==> config.mk <==
export PLATFORM = sky130hd
export DESIGN_NAME = imem_fetch_arbiter
export DESIGN_NICKNAME = d
export VERILOG_FILES = /design/src/rtl/imem_fetch_arbiter.sv
export SDC_FILE = /design/constraint.sdc
export NUM_CORES = 1
export LEC_CHECK = 0
export BUFFER_PORTS_ARGS = -buffer_cell sky130_fd_sc_hd__buf_2
export CELL_PAD_IN_SITES_DETAIL_PLACEMENT = 0
export CELL_PAD_IN_SITES_GLOBAL_PLACEMENT = 1
export CORE_UTILIZATION = 33
export DETAILED_ROUTE_END_ITERATION = 10
export HOLD_SLACK_MARGIN = 0.03
export MAX_ROUTING_LAYER = met4
export PLACE_DENSITY_LB_ADDON = 0.1
export SYNTH_ARGS = -nofsm -noshare
export SYNTH_HDL_FRONTEND = slang
export SYNTH_SLANG_ARGS = --single-unit
==> constraint.sdc <==
create_clock -name clk -period 2.9 [get_ports clk]
set_input_delay 0.29 -clock clk [delete_from_list [all_inputs] [get_ports clk]]
set_output_delay 0.29 -clock clk [all_outputs]
set_load 0.03 [all_outputs]
==> src/rtl/imem_fetch_arbiter.sv <==
// Round-robin arbiter sharing a single-port, 1-cycle-latency instruction memory
// between the fetch unit (F) and the debug/loader port (D).
module imem_fetch_arbiter #(
    parameter logic [31:0] BASE_ADDRESS    = 32'h0100_0000,
    parameter int unsigned MEM_WORDS       = 1024,
    parameter logic [31:0] NOP_INSTRUCTION = 32'h1111_1111
) (
    input  logic        clk,
    input  logic        rst_n,
    input  logic        f_req_valid,
    output logic        f_req_ready,
    input  logic [31:0] f_addr,
    input  logic        f_flush,
    output logic        f_rsp_valid,
    output logic [31:0] f_rsp_data,
    output logic        f_rsp_err,
    input  logic        d_req_valid,
    output logic        d_req_ready,
    input  logic [31:0] d_addr,
    output logic        d_rsp_valid,
    output logic [31:0] d_rsp_data,
    output logic        d_rsp_err,
    output logic        mem_read_enable,
    output logic [31:0] mem_address,
    input  logic [31:0] mem_rdata
);

    localparam int unsigned AW = 33;
    localparam logic [AW-1:0] LO = AW'(BASE_ADDRESS);
    localparam logic [AW-1:0] HI = AW'(BASE_ADDRESS) + (AW'(MEM_WORDS) << 2);

    typedef enum logic { SIDE_F = 1'b0, SIDE_D = 1'b1 } side_e;
    typedef enum logic { IDLE = 1'b0, BUSY = 1'b1 } state_e;

    state_e      state_q, state_d;
    side_e       rr_ptr_q;
    side_e       owner_q;
    logic        err_q;
    logic [31:0] f_data_q, d_data_q;

    logic        gnt_f, gnt_d, gnt_any, gnt_legal;
    logic [31:0] gnt_addr;
    logic [AW-1:0] gnt_addr_x;

    // Grant: a lone requester always wins; under contention rr_ptr decides.
    always_comb begin
        gnt_f      = f_req_valid && (!d_req_valid || rr_ptr_q == SIDE_F);
        gnt_d      = d_req_valid && (!f_req_valid || rr_ptr_q == SIDE_D);
        gnt_any    = gnt_f || gnt_d;
        gnt_addr   = gnt_f ? f_addr : d_addr;
        gnt_addr_x = AW'(gnt_addr);
        gnt_legal  = (gnt_addr[1:0] == 2'b00) && (gnt_addr_x >= LO) && (gnt_addr_x < HI);
    end

    assign f_req_ready     = gnt_f;
    assign d_req_ready     = gnt_d;
    assign mem_read_enable = gnt_any && gnt_legal;
    assign mem_address     = mem_read_enable ? gnt_addr : 32'h0;

    always_ff @(posedge clk or negedge rst_n) begin
        if (!rst_n) begin
            state_q <= IDLE;
        end else begin
            state_q <= state_d;
        end
    end

    // Slot FSM plus response routing; a flush only squashes the fetch already in flight.
    always_comb begin
        state_d     = state_q;
        f_rsp_valid = 1'b0;
        d_rsp_valid = 1'b0;
        f_rsp_err   = 1'b0;
        d_rsp_err   = 1'b0;
        f_rsp_data  = f_data_q;
        d_rsp_data  = d_data_q;
        case (state_q)
            IDLE: if (gnt_any) state_d = BUSY;
            BUSY: begin
                if (!gnt_any) state_d = IDLE;
                if (owner_q == SIDE_F) begin
                    if (!f_flush) begin
                        f_rsp_valid = 1'b1;
                        f_rsp_err   = err_q;
                        f_rsp_data  = err_q ? NOP_INSTRUCTION : mem_rdata;
                    end
                end else begin
                    d_rsp_valid = 1'b1;
                    d_rsp_err   = err_q;
                    d_rsp_data  = err_q ? NOP_INSTRUCTION : mem_rdata;
                end
            end
            default: state_d = IDLE;
        endcase
    end

    always_ff @(posedge clk or negedge rst_n) begin
        if (!rst_n) begin
            rr_ptr_q <= SIDE_F;
            owner_q  <= SIDE_F;
            err_q    <= 1'b0;
            f_data_q <= NOP_INSTRUCTION;
            d_data_q <= NOP_INSTRUCTION;
        end else begin
            if (f_req_valid && d_req_valid) begin
                rr_ptr_q <= (rr_ptr_q == SIDE_F) ? SIDE_D : SIDE_F;
            end
            if (gnt_any) begin
                owner_q <= gnt_f ? SIDE_F : SIDE_D;
                err_q   <= !gnt_legal;
            end
            if (f_rsp_valid) f_data_q <= f_rsp_data;
            if (d_rsp_valid) d_data_q <= d_rsp_data;
        end
    end

endmodule

# After elaboration in Yosys (flattened, before gate mapping)
# Index checks and enable logic that the tools add are counted.
# classes
order_cmp,2
mux,21
n_bitwise,1
n_reduce_logical,13
# ops
operator,count
32-bit two-way mux,8
32-bit by 25-bit greater-or-equal comparator with 1-bit output (second input constant),1
32-bit by 25-bit less-than comparator with 1-bit output (second input constant),1
1-bit two-way mux,13
1-bit logical AND,6
1-bit logical NOT,3
1-bit logical OR,3
2-bit logical NOT,1
1-bit NOT,1
# word_totals
ff_bits,68
inputBits,101

# Longest topological paths before layout
# Gate-level depths: netlist of the first run.
# logic_depth
depth_word,9
ltp_mapped,6
mapped_depth_nobuf,5

# Worst setup path before layout of the first run
# Ideal clock, no wire load.
# synth_timing
path_kind,register -> output
startpoint,reg rr_ptr_q
endpoint,out mem_address[2]
arrival_time_ns,1.783
required_ns,2.610
slack_ns,0.827
path_stages_with_launch,6
cell_sequence,dfrtp_1 > a21bo_4 > inv_2 > and3_1 > o211ai_2 > nor3_1
# synth_between
elab_chain_cells,9
word_cells_on_any_way,14
cone_classes,2 x order compare; 2 x mux; 1 x bitwise; 9 x reduce/logical
# synth_lines
item,line,source
from (decl),36,side_e rr_ptr_q;
from (signal assigned),106,rr_ptr_q <= (rr_ptr_q == SIDE_F) ? SIDE_D : SIDE_F;
1-bit NOT (*),n/a,
1-bit logical OR (*),47,gnt_f = f_req_valid && (!d_req_valid || rr_ptr_q == SIDE_F);
1-bit logical AND (*),47,
net f_req_ready,11,"output logic f_req_ready,"
32-bit two-way mux,50,gnt_addr = gnt_f ? f_addr : d_addr;
32-bit by 25-bit greater-or-equal comparator with 1-bit output / 2-bit logical NOT (equally long branches),52,gnt_legal = (gnt_addr[1:0] == 2'b00) && (gnt_addr_x >= LO) && (gnt_addr_x < HI);
1-bit logical AND (2 in a row),52,
1-bit logical AND,57,assign mem_read_enable = gnt_any && gnt_legal;
32-bit two-way mux (*),58,assign mem_address = mem_read_enable ? gnt_addr : 32'h0;
to (decl),24,"output logic [31:0] mem_address,"
# Mark *: on every way through the listed nets, which the timed path passes. The rest lies on a longest branch.

# Worst setup path in the final report of the first run
# layout_timing
startpoint,reg rr_ptr_q
endpoint,out mem_address[3]
# layout_between
elab_chain_cells,9
word_cells_on_any_way,14
cone_classes,2 x order compare; 2 x mux; 1 x bitwise; 9 x reduce/logical
# layout_lines
item,line
1-bit NOT,n/a
1-bit logical OR,47
1-bit logical AND,47
32-bit two-way mux,50
32-bit by 25-bit greater-or-equal comparator with 1-bit output / 2-bit logical NOT (equally long branches),52
1-bit logical AND (2 in a row),52
1-bit logical AND,57
32-bit two-way mux (*),58
# Mark *: on every way between the ends. The rest lies on a longest branch, timed or not.

==> results of run 1 <==
## path summary, 6_finish.rpt
path	depth (start not counted)	start	slack (ns)	end
max reg2reg	5	rr_ptr_q$_DFFE_PN0P_	1.09	err_q$_DFFE_PN0P_
max	6	rr_ptr_q$_DFFE_PN0P_	0.43	mem_address[3]
max in group asynchronous	2	rst_n	2.12	d_data_q[8]$_DFFE_PN1P_
min reg2reg	2	f_data_q[30]$_DFFE_PN0P_	0.48	f_data_q[30]$_DFFE_PN0P_
min	1	rst_n	0.03	d_data_q[21]$_DFFE_PN0P_
min in group clk	2	f_req_valid	0.20	state_q$_DFF_PN0_
## kinds of logic after synthesis
| kind of cell | Yosys count | share of synthesized area [%] |
|---|---|---|
| and+or+nand+nor | 136 | 19.2 |
| AOI/OAI and AO/OA | 133 | 20.0 |
| DFF | 68 | 49.1 |
| buffers and inverters | 49 | 8.14 |
| muxes | 11 | 3.18 |
| xor gates and xnor gates | 1 | 0.250 |
| other | 1 | 0.107 |
## per-stage QoR
| step | util, % | power [W] | instances |
|---|---|---|---|
| 2_1_floorplan | - | 0.00145 | 419 |
| 3_3_place_gp | 43.2 | 0.00162 | 695 |
| 3_5_place_dp | 43.2 | 0.00162 | 695 |
| 4_1_cts | 44.7 | 0.00229 | 711 |
| 5_1_grt | 44.7 | 0.00238 | 711 |
| 6_report | 44.7 | 0.00224 | 711 |
## registers in the layout, summed over array words and instances (netlist names)
signal / cells
owner_q: 1
state_q: 1
rr_ptr_q: 1
err_q: 1
f_data_q: 32
d_data_q: 32
## area by class of cell
cell class              instances  area [um^2]  share of cell area, %
flip-flops and latches         68         1720                   37.3
multi-input cells             302         1580                   34.2
repair buffers                186          978                   21.2
well taps                     136          170                   3.68
clock buffers                  14          143                   3.09
clock inverters                 2         12.5                  0.271
inverters                       3         11.3                  0.244
## critical path: stages, from the launching register on
cell      delay (ns)
dfrtp_1         0.40
a21bo_4         0.30
inv_2           0.07
and3_1          0.17
o211ai_2        0.56
nor3_1          0.13
buf_2           0.21
## cells in the final DEF, fill, tap and decap left out
cell type   synthesis  routed
clkinvlp_4          0       1
nand4_1             2       2
dfrtp_1            52      52
nand2_1            59      57
and3_1              4       4
clkbuf_1           17       5
clkbuf_8            0       9
nor3_1              4       4
nor2_1             23      23
clkinv_2            0       1
buf_12              0       3
a21bo_4             1       1
nand2b_1           25      25
nand2_2             0       1
or2_2               1       1
mux2i_1            10      10
mux2_2              1       1
nand2_4             0       1
conb_1              1      21
xnor2_1             1       1
nor3_2              8       8
dfstp_2            16      16
nor4_1              6       6
inv_2               3       3
buf_4              21       1
nor2b_1             2       2
buf_2               6     182
a21oi_1            16      16
o32ai_2             1       1
o22a_1              1       1
nor3b_1             2       2
o211ai_2            1       1
o21ai_0             1       1
o21ai_1           112     112
## power breakdown
| part | switching, W | total (W) | internal (W) |
|---|---|---|---|
| logic | 0.000384 | 0.000553 | 0.000169 |
| clock network | 0.000334 | 0.000645 | 0.000311 |
| registers | 0.0000232 | 0.00104 | 0.00102 |
## cells in the mapped netlist
cell type | number | area share (%)
inv_2 | 3 | 0.32
nor3_1 | 4 | 0.57
o22a_1 | 1 | 0.25
nor2_1 | 23 | 2.5
buf_4 | 21 | 4.5
o211ai_2 | 1 | 0.36
o21ai_1 | 112 | 16
a21bo_4 | 1 | 0.46
o32ai_2 | 1 | 0.46
conb_1 | 1 | 0.11
nor3_2 | 8 | 2.3
nor2b_1 | 2 | 0.36
buf_6 | 2 | 0.64
dfstp_2 | 16 | 12
nor4_1 | 6 | 1.1
mux2i_1 | 10 | 2.9
xnor2_1 | 1 | 0.25
nand2_1 | 59 | 6.3
or2_2 | 1 | 0.18
dfrtp_1 | 52 | 37
nand2b_1 | 25 | 4.5
o21ai_0 | 1 | 0.14
and3_1 | 4 | 0.71
buf_2 | 6 | 0.86
mux2_2 | 1 | 0.32
nand4_1 | 2 | 0.36
clkbuf_1 | 17 | 1.8
nor3b_1 | 2 | 0.43
a21oi_1 | 16 | 2.3
## routing by layer
metal / vias to the layer above / wire (um)
li1: 1677 / -
met1: 1448 / 4050
met2: 120 / 4330
met3: 13 / 550
met4: 0 / 170
met5: - / 0
==> summary.txt, run 1 <==
Synth
  – Count of different cell masters after synthesis: 29
  – Register bit total from synthesis: 68
  – Post-synthesis sequential area ratio: 49.1%
  – Synthesized area per cell: 8.78 um^2
  – Synthesized instance count: 399
  – Cell area after synthesis: 3500 um^2
  – YS warnings: 0

Flow run
  – Max Cap Violations: 0

Floorplanning
  – Area of the die: 11000 um^2
  – Initial core utilization: 33.9%
  – Die W: 105 um
  – IO Count: 204
  – Core Area: 10300 um^2
  – Core Rows: 37
  – Die Y-Extent: 105 um

CTS
  – TritonCTS clock tree: yes
  – Clock-pin transition on the worst setup and hold timing paths: 0.07 ns
  – CTS H-tree lvls: 3
  – Post-CTS sizing: 0
  – Clock Path Buffers: 2
  – TritonCTS Buffers: 9
  – Hold-fix buffers, CTS: 0
  – Clock sink total: 68
  – # Post-CTS Setup Buffers: 0
  – Clk_lat worst skew: 0.34 ns
  – CTS Root Cell: clkbuf_8

Outcome
  – Outcome: finished clean

Layout
  – Antenna cells: 0
  – Fill cell count: 1106
  – # nets final: 671
  – Share of cells above drive strength 1: 40.2%
  – Layout area overhead: 31.8%
  – Final Instance Area: 4620 um^2

Power and ir drop
  – Cell area power density: 485 nW/um^2
  – VDD IR max: 202 uV
  – Leak: 2.30 nW

Timing
  – Final hold viol count: 0
  – Setup TNS: 0 ns
  – Slew headroom: 47.4%
  – Clk_skew: 0.00576 ns
  – Hold WS: 0.0282 ns
  – RSZ-0062 raised after global routing: false
  – Worst slew pin tran: 0.789 ns
  – Fin crit share: 85.1%
  – Pins Over Slew Limit: 0
  – Setup violations, final: 0
  – Max Fclk: 405 MHz
  – Min Tclk post-route: 2.47 ns
  – Worst setup margin: 0.433 ns

Routing
  – Drt wl/cell: 12.8 um
  – DRT iter0 DRCs: 87
  – Vias: 3258
  – WL final: 9090 um
  – Post-route ant nets: 0
  – Drt pass-1 iters: 6
  – DRC errors left: 0
  – Detail-routed via count per cell: 4.58

Place
  – Pre-CTS setup slack: 0.728 ns
  – Port bufs: 182
  – Placer's final routability congestion estimate: 0.842
  – Detailed placement HPWL: 6760 um
  – Post-Place Cell Area: 4460 um^2

Global route
  – Met1 usage: 20.8%
  – Vias in the first global route: 3104
  – Tot GR Track Use: 17.3%
  – Gr ovfl total: 0
  – Largest net degree at the start of global routing: 73
  – Initial antenna violation count: 0
  – Top Usage Layer GRT: met2
  – GR Util met2: 28.0%
  – Global-route wire length before repair: 14500 um
  – Global-route met3 utilization: 3.81%

Worst setup path
  – Worst endpoint required time: 2.61 ns
  – Startpoint Class: flop
  – Critical Path AT: 2.18 ns
  – CP endpoint kind: output pin
  – CP max FO: 14
  – Crit Path Class: reg2out

Worst hold path
  – Hold Crit Class: in2async
No activity file was read; power rests on OpenSTA's default activity.
==> run 2: changes to the inputs <==
Settings changed: CORE_MARGIN set to 1, PLACE_DENSITY set to 0.94, PLACE_DENSITY_LB_ADDON 0.1 to unset, REMOVE_ABC_BUFFERS set to 1.
==> run 2 against run 1 <==
Effect of this change: final cell count up 0.28%; critical path type unchanged; worst hold slack improved by 0.19 ns; wire length rose by 2.2%; clock-buffer cell count is 4 lower; highest routed layer unchanged; power is 5.4% higher.
==> summary.txt, run 2 (same netlist as run 1, synthesis figures left out) <==
Global route
  – Tot GR Track Use: 17.9% (was 17.3%)
  – Global-route wire length before repair: 15000 um (was 14500 um)
  – Vias in the first global route: 3189 (was 3104)
  – Gr ovfl total: 0 (unchanged)
  – Initial antenna violation count: 0 (unchanged)
  – Largest net degree at the start of global routing: 98 (was 73)

Timing
  – Fin crit share: 86.4% (was 85.1%)
  – Setup TNS: 0 ns (unchanged)
  – RSZ-0062 raised after global routing: false (unchanged)
  – Clk_skew: 0.00978 ns (was 0.00576 ns)
  – Pins Over Slew Limit: 0 (unchanged)
  – Setup violations, final: 0 (unchanged)
  – Final hold viol count: 0 (unchanged)
  – Worst slew pin tran: 0.742 ns (was 0.789 ns)
  – Worst setup margin: 0.396 ns (was 0.433 ns)
  – Max Fclk: 399 MHz (was 405 MHz)
  – Slew headroom: 50.4% (was 47.4%)
  – Min Tclk post-route: 2.50 ns (was 2.47 ns)

Floorplanning
  – Initial core utilization: 33.9% (unchanged)
  – Die Y-Extent: 105 um (unchanged)
  – Core Rows: 37 (unchanged)
  – Area of the die: 11000 um^2 (unchanged)
  – Core Area: 10300 um^2 (unchanged)
  – Die W: 105 um (unchanged)
  – IO Count: 204 (unchanged)

Layout
  – Layout area overhead: 32.5% (was 31.8%)
  – Antenna cells: 0 (unchanged)
  – # nets final: 673 (was 671)
  – Top flop regs: d_data_q: 32 flops, f_data_q: 32 flops (unchanged)
  – Final Instance Area: 4640 um^2 (was 4620 um^2)
  – Share of cells above drive strength 1: 40.9% (was 40.2%)
  – Most frequent cells in the layout: buf_2 (182), o21ai_1 (112), nand2_1 (57) (unchanged)
  – Commonest non-fill, non-tap cell in the layout: buf_2 (unchanged)

Routing
  – Drt pass-1 iters: 4 (was 6)
  – Drt wl/cell: 13.0 um (was 12.8 um)
  – Vias: 3350 (was 3258)
  – DRC errors left: 0 (unchanged)
  – Post-route ant nets: 0 (unchanged)
  – WL final: 9290 um (was 9090 um)
  – DRT iter0 DRCs: 155 (was 87)
  – Detail-routed via count per cell: 4.70 (was 4.58)

Worst setup path
  – Slowest cell on crit path: o211ai_2 (unchanged)
  – CP max FO: 14 (unchanged)
  – CP endpoint kind: output pin (unchanged)
  – CP max stage delay: 0.61 ns (was 0.56 ns)
  – Buf+Inv Stages, Crit Path: 1 (was 2)
  – Worst endpoint required time: 2.61 ns (about the same)
  – Startpoint Class: flop (unchanged)
  – Crit-path leading delay family: compound AO/OA/AOI/OAI gates (unchanged)
  – Crit Path Class: reg2out (unchanged)
  – Cells along the critical path: a21bo_4 -> and3_1 -> o211ai_2 -> nor3_1 -> buf_2 (was a21bo_4 -> inv_2 -> and3_1 -> o211ai_2 -> nor3_1 -> buf_2)
  – Critical Path AT: 2.21 ns (was 2.18 ns)

CTS
  – Clock sink total: 68 (unchanged)
  – TritonCTS Buffers: 9 (unchanged)
  – CTS Root Cell: clkbuf_8 (unchanged)
  – Clock-pin transition on the worst setup and hold timing paths: 0.08 ns (was 0.07 ns)
  – TritonCTS clock tree: yes (unchanged)
  – CTS H-tree lvls: 3 (unchanged)
  – Clock Path Buffers: 2 (unchanged)
  – Clk_lat worst skew: 0.33 ns (was 0.34 ns)

Power and ir drop
  – Net Sw Frac: 33.1% (about the same)
  – Pint: 0.00158 W (was 0.00150 W)
  – Combinational Power Share: 23.7% (was 24.7%)
  – Leak: 2.31 nW (was 2.30 nW)
  – Sequential power share: 44.1% (was 46.5%)
  – Cell area power density: 509 nW/um^2 (was 485 nW/um^2)
  – VDD IR max: 353 uV (was 202 uV)
  – Clock power frac: 32.2% (was 28.8%)
  – Switching power: 0.000781 W (was 0.000742 W)

Place
  – Pre-CTS setup slack: 0.694 ns (was 0.728 ns)
  – Post-Place Cell Area: 4440 um^2 (was 4460 um^2)
  – Placer's final routability congestion estimate: 0.798 (was 0.842)
  – Detailed placement HPWL: 7130 um (was 6760 um)
  – Port bufs: 182 (unchanged)

Outcome
  – Outcome: finished clean (unchanged)

Worst hold path
  – Hold Crit Class: in2reg (was in2async)

Flow run
  – Max Cap Violations: 0 (unchanged)
==> run 2: worst paths after layout <==
| check | startpoint | to | slack [ns] | cells after the start |
|---|---|---|---|---|
| min in group asynchronous | rst_n | f_data_q[29]$_DFFE_PN0P_ | 0.41 | 2 |
| max reg2reg | rr_ptr_q$_DFFE_PN0P_ | err_q$_DFFE_PN0P_ | 1.07 | 4 |
| min | f_req_valid | state_q$_DFF_PN0_ | 0.21 | 2 |
| max | rr_ptr_q$_DFFE_PN0P_ | mem_address[3] | 0.40 | 5 |
| min reg2reg | f_data_q[17]$_DFFE_PN0P_ | f_data_q[17]$_DFFE_PN0P_ | 0.48 | 2 |
| max in group asynchronous | rst_n | d_data_q[8]$_DFFE_PN1P_ | 1.71 | 3 |
==> run 2: timing repair <==
item / CTS / global route
setup buffers: 0 / 0
endpoints found under the hold margin: 16 / 0
gates resized for setup: 0 / 0
hold buffers: 1 / 0
==> run 2: per-stage QoR <==
| step | hold slack [ns] | utilization, % | total power (W) | instances |
|---|---|---|---|---|
| after CTS | 0.188 | 45.0 | 0.00240 | 713 |
| after floorplan | -0.00559 | - | 0.00140 | 373 |
| after detailed placement | 0.231 | 43.0 | 0.00162 | 696 |
| after global placement | 0.224 | 43.0 | 0.00161 | 696 |
| after global routing | 0.218 | 45.0 | 0.00248 | 713 |
| final | 0.214 | 45.0 | 0.00236 | 713 |
==> run 2: power by group through the flow <==
stage | Clock, W | Combinational, W | Sequential [W]
floorplan | 0 | 0.000347 | 0.00105
global placement | 0 | 0.000555 | 0.00106
detailed placement | 0 | 0.000563 | 0.00106
CTS | 0.000794 | 0.000565 | 0.00104
global route | 0.000826 | 0.000610 | 0.00105
finish | 0.000761 | 0.000559 | 0.00104
==> run 2: layer usage <==
metal	part of all wire (%)	up-vias	wire, um	global-route usage (%)
li1	-	1681	-	-
met5	0	-	0	-
met1	40	1527	3690	19.5
met3	5.3	15	495	2.93
met2	53	127	4920	32.1
met4	2.0	0	187	7.34
==> run 2: layout make-up <==
| class | count | area (um^2) |
|---|---|---|
| multi-input combinational | 302 | 1580 |
| clock inverter | 6 | 63.8 |
| timing repair buffer | 188 | 971 |
| clock buffer | 10 | 128 |
| sequential | 68 | 1720 |
| fill | 1048 | 5680 |
| tap | 136 | 170 |
| inverter | 3 | 11.3 |
==> run 3: changes to the inputs <==
Settings changed: CORE_UTILIZATION 33 to 28, PLACE_DENSITY 0.94 to 0.85.
Clock period 2.9 ns to 2.3 ns, I/O delays scaled along.
==> run 3 against run 2 <==
Effect of this change: register-to-register slack got worse by 0.28 ns; power increased by 41%; core utilization decreased by 4.8 points; clock-buffer cell count decreased by 1; final cell count increased by 5.6%; combinational power increased by 35%; worst hold slack got worse by 0.041 ns; critical path depth increased by 2; via count increased by 0.78%; non-clock buffer count increased by 9; global-route usage decreased by 1.3 points; die area increased by 17%.
==> summary.txt, run 3 (same netlist as run 1, synthesis figures left out) <==
Place
  – Pre-CTS setup slack: 0.176 ns (was 0.694 ns)
  – Port bufs: 182 (unchanged)
  – Placed Cells: 730 (was 696)
  – Detailed placement HPWL: 7800 um (was 7130 um)
  – Placer's final routability congestion estimate: 0.841 (was 0.798)

Power and ir drop
  – Cell area power density: 684 nW/um^2 (was 509 nW/um^2)
  – VDD IR max: 386 uV (was 353 uV)
  – Leak: 2.39 nW (was 2.31 nW)

Global route
  – Gr ovfl total: 0 (unchanged)
  – Largest net degree at the start of global routing: 43 (was 98)
  – Global-route wire length before repair: 15900 um (was 15000 um)
  – Tot GR Track Use: 16.6% (was 17.9%)
  – Initial antenna violation count: 0 (unchanged)
  – Vias in the first global route: 3203 (was 3189)

Routing
  – Vias: 3376 (was 3350)
  – Post-route ant nets: 0 (unchanged)
  – DRC errors left: 0 (unchanged)
  – DRT iter0 DRCs: 152 (was 155)
  – WL final: 10300 um (was 9290 um)
  – Drt pass-1 iters: 5 (was 4)
  – Detail-routed via count per cell: 4.48 (was 4.70)
  – Drt wl/cell: 13.7 um (was 13.0 um)

Layout
  – Share of cells above drive strength 1: 42.1% (was 40.9%)
  – Most frequent cells in the layout: buf_2 (179), o21ai_1 (112), nand2_1 (57) (was buf_2 (182), o21ai_1 (112), nand2_1 (57))
  – Commonest non-fill, non-tap cell in the layout: buf_2 (unchanged)
  – Fill cell count: 1270 (was 1048)
  – Layout area overhead: 38.8% (was 32.5%)
  – Post-route insts no fill: 753 (was 713)
  – # nets final: 682 (was 673)
  – Antenna cells: 0 (unchanged)
  – Top flop regs: d_data_q: 32 flops, f_data_q: 32 flops (unchanged)

Outcome
  – Outcome: finished clean (unchanged)

Floorplanning
  – Area of the die: 13000 um^2 (was 11000 um^2)
  – Core Area: 12100 um^2 (was 10300 um^2)
  – Die Y-Extent: 114 um (was 105 um)
  – Die W: 114 um (was 105 um)
  – Core Rows: 40 (was 37)
  – Initial core utilization: 28.9% (was 33.9%)
  – IO Count: 204 (unchanged)

Timing
  – Clk_skew: 0.00840 ns (was 0.00978 ns)
  – Slew headroom: 50.4% (about the same)
  – RSZ-0062 raised after global routing: false (unchanged)
  – Fin crit share: 94.7%
  – Pins Over Slew Limit: 0 (unchanged)
  – Setup violations, final: 0 (unchanged)
  – Final hold viol count: 0 (unchanged)
  – Min Tclk post-route: 2.18 ns
  – Worst slew pin tran: 0.743 ns (was 0.742 ns)
  – Max Fclk: 459 MHz
  – Worst setup margin: 0.121 ns (was 0.396 ns)

CTS
  – CTS H-tree lvls: 3 (unchanged)
  – Clock sink total: 68 (unchanged)
  – Clock-pin transition on the worst setup and hold timing paths: 0.06 ns (was 0.08 ns)
  – TritonCTS clock tree: yes (unchanged)
  – TritonCTS Buffers: 9 (unchanged)
  – Clock Path Buffers: 2 (unchanged)
  – Clk_lat worst skew: 0.33 ns (about the same)
  – CTS Root Cell: clkbuf_16 (was clkbuf_8)

Worst setup path
  – Startpoint Class: flop (unchanged)
  – CP endpoint kind: output pin (unchanged)
  – Critical Path AT: 1.95 ns (was 2.21 ns)
  – CP max FO: 13 (was 14)
  – Worst endpoint required time: 2.07 ns (was 2.61 ns)
  – Crit Path Class: reg2out (unchanged)

Worst hold path
  – Hold Crit Class: in2reg (unchanged)

Flow run
  – Max Cap Violations: 0 (unchanged)
-- run 3: changes by cell type in the layout (fill, tap and decap cells not counted), moves of 3 or more --
cell       change
clkbuf_8       -9
buf_4         +11
buf_2          -3
clkbuf_16      +9
-- run 3: cell type report --
type                            instances  area (um^2)  share of cell area, %
Tap cell                              168          210                   4.32
Timing Repair Buffer                  197         1060                   21.8
Sequential cell                        68         1720                   35.4
Clock buffer                            9          225                   4.63
Inverter                                3         11.3                  0.232
Multi-Input combinational cell        302         1600                   32.8
Clock inverter                          6         41.3                  0.849
-- run 3: power by group --
part | switching [W] | internal, W | leakage (nW) | total [W]
logic | 0.000516 | 0.000236 | 1.39 | 0.000752
registers | 0.0000332 | 0.00129 | 0.882 | 0.00132
clock network | 0.000534 | 0.000723 | 0.124 | 0.00126
-- run 3: stage by stage --
step | setup TNS, ns | instance area, um^2 | hold WS [ns] | total power, W | utilization [%]
finish | 0 | 4860 | 0.173 | 0.00333 | 40.2
global route | 0 | 4860 | 0.180 | 0.00350 | 40.2
CTS | 0 | 4810 | 0.160 | 0.00336 | 39.7
detailed placement | 0 | 4500 | 0.342 | 0.00207 | 37.2
global placement | 0 | 4500 | 0.338 | 0.00206 | 37.2
floorplan | -27.60 | 3300 | -0.0656 | 0.00176 | -
-- run 3: what timing repair did --
| item | CTS | global route |
|---|---|---|
| gates resized for setup | 1 | 6 |
| pin swaps | 1 | 1 |
| endpoints found under the setup margin | 12 | 10 |
| hold buffers | 1 | 0 |
| buffers inserted | 1 | 6 |
| cloned | 0 | 0 |
| hold endpoints to repair | 31 | 0 |
-- run 3: final timing paths --
check                           slack, ns                     from                       end  depth (start not counted)
min in group asynchronous            0.52                    rst_n   d_data_q[3]$_DFFE_PN0P_                          2
worst max-delay path                 0.12     rr_ptr_q$_DFFE_PN0P_            mem_address[5]                          7
worst min register to register       0.47  d_data_q[7]$_DFFE_PN0P_   d_data_q[7]$_DFFE_PN0P_                          2
max in group asynchronous            0.96                    rst_n  f_data_q[24]$_DFFE_PN1P_                          3
worst min-delay path                 0.17              f_req_valid         state_q$_DFF_PN0_                          2
worst max register to register       0.79     rr_ptr_q$_DFFE_PN0P_         err_q$_DFFE_PN0P_                          6
-- run 3: layer usage --
| layer | part of all wire (%) | vias up | track usage [%] | wire length [um] |
|---|---|---|---|---|
| li1 | - | 1704 | - | - |
| met1 | 40 | 1538 | 17.8 | 4070 |
| met2 | 55 | 127 | 31.1 | 5640 |
| met3 | 4.7 | 7 | 2.39 | 483 |
| met4 | 0.89 | 0 | 5.45 | 91 |
| met5 | 0 | - | - | 0 |
-- run 3: worst max-delay path: stages, from the launching register on --
cell	delay (ns)
dfrtp_1	0.42
a21bo_4	0.28
inv_2	0.07
and3_4	0.19
o211ai_4	0.09
buf_12	0.17
nor3_2	0.17
buf_2	0.22
